===== src/rtl/issue_sequencer.sv =====
// issue_sequencer: single-issue control FSM between fetch and the integer datapath.
// Holds the instruction register that feeds the decoder and sequences execute,
// LSU wait, PC redirect and halt from the decoder's control outputs.
// Optional feature: define ISSUE_LSU_TIMEOUT_EN to abandon an LSU access that
// has not completed after LSU_TIMEOUT wait cycles and halt the sequencer.
module issue_sequencer #(
  parameter int CNT_W       = 32,
  parameter int LSU_TIMEOUT = 255
) (
  input  logic             Clk,
  input  logic             Rst,
  input  logic             FetchValid,
  output logic             FetchReady,
  input  logic [31:0]      FetchInstr,
  input  logic [31:0]      FetchPc,
  output logic             FetchFlush,
  output logic [31:0]      DecInstr,
  input  logic             DecValid,
  input  logic [3:0]       DecLsu,
  input  logic             DecMultiCycle,
  input  logic [1:0]       DecPcMode,
  input  logic             BrTaken,
  output logic [31:0]      ExecPc,
  output logic             ExecEn,
  output logic             LsuReq,
  input  logic             LsuAck,
  output logic             RedirectValid,
  output logic             IllegalInstr,
  output logic             LsuTimeout,
  output logic             Halted,
  input  logic             Resume,
  output logic [CNT_W-1:0] RetireCount
);

  typedef enum logic [2:0] {
    IDLE,
    EXEC,
    MEM_WAIT,
    REDIRECT,
    HALT
  } stateT;

  stateT            state;
  stateT            nextState;
  logic [31:0]      ir;
  logic [31:0]      execPc;
  logic [CNT_W-1:0] retireCount;

  logic lsuAccess;
  logic pcChange;
  logic loadIr;
  logic timeoutHit;
  logic lsuTimeoutPulse;

  // Memory ops and multi-cycle ops both go through the LSU handshake.
  assign lsuAccess = (DecLsu[1:0] != 2'b00) || DecMultiCycle;

  // Jumps always redirect; a branch only when the ALU says it is taken.
  assign pcChange = DecPcMode[1] || ((DecPcMode == 2'b01) && BrTaken);

  // A word is taken whenever the sequencer is ready and fetch offers one.
  assign loadIr = FetchReady && FetchValid;

  assign DecInstr    = ir;
  assign ExecPc      = execPc;
  assign RetireCount = retireCount;
  assign LsuTimeout  = lsuTimeoutPulse;

`ifdef ISSUE_LSU_TIMEOUT_EN
  localparam int CLOG_W = $clog2(LSU_TIMEOUT + 1);
  localparam int WAIT_W = (CLOG_W > 8) ? CLOG_W : 8;

  logic [WAIT_W-1:0] waitCnt;

  // Wait counter sits at zero outside MEM_WAIT so it starts clean on every entry.
  always_ff @(posedge Clk or posedge Rst) begin
    if (Rst) begin
      waitCnt <= '0;
    end else if (state != MEM_WAIT) begin
      waitCnt <= '0;
    end else if (!LsuAck && (waitCnt != WAIT_W'(LSU_TIMEOUT))) begin
      waitCnt <= waitCnt + WAIT_W'(1);
    end
  end

  // An acknowledge arriving together with the limit still retires normally.
  assign timeoutHit = (state == MEM_WAIT) && !LsuAck &&
                      (waitCnt == WAIT_W'(LSU_TIMEOUT));
`else
  logic [31:0] unusedTimeoutLimit;

  assign unusedTimeoutLimit = 32'(LSU_TIMEOUT);
  assign timeoutHit         = 1'b0;
`endif

  // The sign and mode LSU bits belong to the datapath, not to sequencing.
  logic unusedLsuBits;
  assign unusedLsuBits = ^DecLsu[3:2];

  // State register; reset drops straight to IDLE so LsuReq falls without a clock.
  always_ff @(posedge Clk or posedge Rst) begin
    if (Rst) begin
      state <= IDLE;
    end else begin
      state <= nextState;
    end
  end

  // Next-state and per-cycle control strobes.
  always_comb begin
    nextState       = state;
    FetchReady      = 1'b0;
    ExecEn          = 1'b0;
    LsuReq          = 1'b0;
    RedirectValid   = 1'b0;
    FetchFlush      = 1'b0;
    IllegalInstr    = 1'b0;
    Halted          = 1'b0;
    lsuTimeoutPulse = 1'b0;
    case (state)
      IDLE: begin
        FetchReady = 1'b1;
        if (FetchValid) begin
          nextState = EXEC;
        end
      end
      EXEC: begin
        if (!DecValid) begin
          IllegalInstr = 1'b1;
          nextState    = HALT;
        end else if (lsuAccess) begin
          LsuReq    = 1'b1;
          nextState = MEM_WAIT;
        end else if (pcChange) begin
          ExecEn    = 1'b1;
          nextState = REDIRECT;
        end else begin
          ExecEn     = 1'b1;
          FetchReady = 1'b1;
          nextState  = FetchValid ? EXEC : IDLE;
        end
      end
      MEM_WAIT: begin
        if (LsuAck) begin
          ExecEn    = 1'b1;
          nextState = IDLE;
        end else if (timeoutHit) begin
          lsuTimeoutPulse = 1'b1;
          nextState       = HALT;
        end else begin
          LsuReq = 1'b1;
        end
      end
      REDIRECT: begin
        RedirectValid = 1'b1;
        FetchFlush    = 1'b1;
        nextState     = IDLE;
      end
      HALT: begin
        Halted = 1'b1;
        if (Resume) begin
          nextState = IDLE;
        end
      end
      default: begin
        nextState = IDLE;
      end
    endcase
  end

  // Instruction register and its PC load together on every accepted fetch.
  always_ff @(posedge Clk or posedge Rst) begin
    if (Rst) begin
      ir     <= '0;
      execPc <= '0;
    end else if (loadIr) begin
      ir     <= FetchInstr;
      execPc <= FetchPc;
    end
  end

  // Retired-instruction counter; wraps silently.
  always_ff @(posedge Clk or posedge Rst) begin
    if (Rst) begin
      retireCount <= '0;
    end else if (ExecEn) begin
      retireCount <= retireCount + CNT_W'(1);
    end
  end

endmodule

===== config.mk =====
export PLATFORM = sky130hd
export DESIGN_NAME = issue_sequencer
export DESIGN_NICKNAME = d
export VERILOG_FILES = /design/src/rtl/issue_sequencer.sv
export SDC_FILE = /design/constraint.sdc
export NUM_CORES = 1
export LEC_CHECK = 0
export CORE_UTILIZATION = 39
export CTS_BUF_LIST = sky130_fd_sc_hd__clkbuf_8
export CTS_CLUSTER_DIAMETER = 100
export DETAILED_ROUTE_END_ITERATION = 8
export PLACE_DENSITY = 0.83
export RECOVER_POWER = 100
export SETUP_SLACK_MARGIN = 0.4
export SLEW_MARGIN = 0
export SYNTH_ARGS = -nofsm -noshare
export SYNTH_HDL_FRONTEND = slang
export SYNTH_SLANG_ARGS = --single-unit

===== constraint.sdc =====
create_clock -name Clk -period 3.15 [get_ports Clk]
set_input_delay 0.63 -clock Clk [delete_from_list [all_inputs] [get_ports Clk]]
set_output_delay 0.63 -clock Clk [all_outputs]
set_load 0.01 [all_outputs]

==> flow_summary.toml <==
[critical_path]
crit_chain = "dlygate4sd3_1 > or4b_2 > o21ai_0 > clkdlybuf4s15_1"
cp-endpoint = "LsuReq"
crit_path_start_kind = "input pin"
crit_path_max_incr_delay_ns = 0.63
cpMaxStageDelayCell = "or4b_2"
startpoint = "LsuAck"
critPathCaptureType = "output pin"
critPathKind = "input pin to output pin"
critical_path_peak_fanout = 2
critPathTopFamily = "buffers and inverters"
crit_arrival_ns = 2.18
r2r-end = "RetireCount[27]"
path_depth = 4
r2r_start = "state[0]"
r2r_slack_ns = 0.71
cp_num_buf_inv = 2
worst-endpoint-required_ns = 2.52
r2r_cells = 5

[clocking]
hold_buffers = 0
h-tree-depth = 3
clockBufferDepth = 2
cts_tree = "built"
clock_latency_ns = 0.36
root_buffer = "clkbuf_8"
clock_sinks = 99
cts_made_buffers = 9
clk_pin_slew_ns = 0.09

[hold_path]
worstHoldPathType = "register to register"

[yosys]
ys.flop_type = "dfrtp_1"
synth_compound_area_frac = 0.0161
synth_cell_types = 38
synth_area_leaders = "dfrtp_1 60%, mux2_2 17%, xnor2_1 5.3%, nand4_1 1.8%, nand3_1 1.6%"
synth_cells = 297
ys_async_sr_fraction = 1.00
synth_mux_area_frac = 0.177
synth_top_area_share = 0.600
yosysMostFrequentCell = "dfrtp_1"
ys_seq_area_frac = 0.600
synthAdderAreaFrac = 0.00303
synth-simple-area-share = 0.115
synth_edf_count = 0
synth-xor-area-share = 0.0657
synth_top_family_by_area = "multiplexers"
ys_warn_count = 0
ys_seq_elements = 99
synth_fp_nets = 376
synth_common_cells = "99 x dfrtp_1, 62 x mux2_2, 25 x xnor2_1"
avgSynthCellArea_sq_um = 13.9
syn_area_sq_mm = 0.00413
synth_top_cell_by_area = "dfrtp_1"

[run_status]
outcome = "completed"

[global_route]
first_global_vias = 3216
grt_start_max_net_pins = 100
grt_antenna_before_repair = 0
gr-total-overflow = 0
grt_usage = 0.184
grt_pass1_wl_um = 15900

[sta]
hold_viol = 0
period_needed_ns = 2.81
final.setup.tns_ns = 0
rsz0062_at_grt = "yes"
finalCritPeriodShare = 0.893
slew_headroom = 0.122
slew_viol_final = 0
worst_slew_pin_slew_ns = 1.32
setup_viol = 0
max_freq_ghz = 0.356
clock-skew-final_ns = 0.00576

[floorplanning]
die_area_sq_mm = 0.0110
rows = 37
core_area_sq_mm = 0.0103
ios = 182
dieHeight_um = 105
die_x_um = 105
initial_core_util = 0.402

[routing]
ant_nets = 0
vias_per_cell = 4.92
routedWlPerCell_um = 15.6
postRouteWirelength_um = 9630
drt_pass1_iterations = 4
remaining_drc_errors = 0
vias = 3042
dr.first_iter.drc_count = 83

[place]
port_buffers = 178
finalWeightedCongestion = 0.866
dp.cells = 603
dp_hpwl_um = 7030

[pwr]
power_density_mw_per_mm2 = 789
ir_drop_v = 0.000327
cellLeakagePower_nw = 2.69

[finish]
fin_nets = 557
final_cell_count_no_fill = 618
postLayoutCoreUtil = 0.601
drive_gt1_frac = 0.172
n_antenna_cell = 0
n_fill_cell = 858
area_growth_syn_to_layout_pct = 49.5

[job]
maxCapViolCount = 0
-- sequential cells by signal (all words and copies together) (netlist names) --
name	count
DecInstr	32
RetireCount	32
ExecPc	32
state	3
-- cell usage in the layout (no fill, tap or decap), types with 2 or more instances in the layout --
master,synthesis,routed
and2_1,2,2
nor3_1,3,4
nand4_1,12,12
nor2b_1,2,2
nand2_1,17,17
and3_1,6,6
and4_1,3,3
dlygate4sd3_1,0,103
nand3_1,13,13
clkbuf_8,0,12
inv_1,3,4
mux2_2,62,62
clkdlybuf4s50_1,0,72
dfrtp_1,99,99
xor2_1,6,6
nor2_1,10,10
nor4_1,1,2
xnor2_1,25,25
mux2_1,3,3
clkinvlp_4,0,2
a21oi_1,1,2
o21ai_0,2,2
-- cells by family after synthesis --
family,after synthesis
and+or+nand+nor,78
adders and majority gates,1
DFF,99
xor gates and xnor gates,31
AOI/OAI and AO/OA,8
muxes,65
other,1
buffers and inverters,14
-- where the power goes --
part           total, W  switching [W]  internal (W)
Clock          0.000749       0.000407      0.000343
Combinational   0.00212       0.000849       0.00127
Sequential      0.00200       0.000262       0.00174
-- repair_timing --
action	4_1_cts	5_1_grt
gates resized for setup	4	2
endpoints found under the setup margin	3	2
buffers inserted	0	0
-- cell type report --
| type | count | area (sq um) | area share |
|---|---|---|---|
| Inverter | 3 | 15.0 | 0.00243 |
| Clock buffer | 12 | 165 | 0.0267 |
| Multi-Input combinational cell | 184 | 1520 | 0.246 |
| Clock inverter | 3 | 15.0 | 0.00243 |
| Tap cell | 136 | 170 | 0.0276 |
| Timing Repair Buffer | 181 | 1810 | 0.294 |
| Sequential cell | 99 | 2480 | 0.401 |
-- worst reg2reg max path, cell delays in order (launching register included) --
cell and delay, ns:
dfrtp_1 0.47, and4bb_1 0.35, a22oi_1 0.22, nor4b_1 0.87, and3_1 0.29, xor2_1 0.17
-- worst min path at each step --
| stage | startpoint | to | slack [ns] | depth (start not counted) |
|---|---|---|---|---|
| floorplan | state[2] | state[0] | 0.49 | 1 |
| global placement | RetireCount[31] | RetireCount[31] | 0.46 | 1 |
| detailed placement | RetireCount[31] | RetireCount[31] | 0.48 | 1 |
| CTS | RetireCount[31] | RetireCount[31] | 0.49 | 1 |
| global route | RetireCount[29] | RetireCount[29] | 0.51 | 1 |
| finish | RetireCount[31] | RetireCount[31] | 0.48 | 1 |
-- stage by stage --
| step | hold WS [ns] | instance area (sq um) | power, W | setup slack (ns) |
|---|---|---|---|---|
| after floorplan | 0.493 | 4130 | 0.00316 | 1.13 |
| after global placement | 0.464 | 6050 | 0.00432 | 0.190 |
| after detailed placement | 0.476 | 6050 | 0.00441 | 0.162 |
| after CTS | 0.488 | 6230 | 0.00516 | 0.436 |
| after global routing | 0.511 | 6170 | 0.00518 | 0.245 |
| final | 0.478 | 6170 | 0.00487 | 0.337 |
-- layer usage --
layer,global-route usage,vias up,wire (um)
li1,-,1413,-
met1,0.221,1504,3910
met2,0.324,114,4960
met3,0.0362,11,599
met4,0.0755,0,153
met5,0,-,0
(Power assumes the default switching activity.)
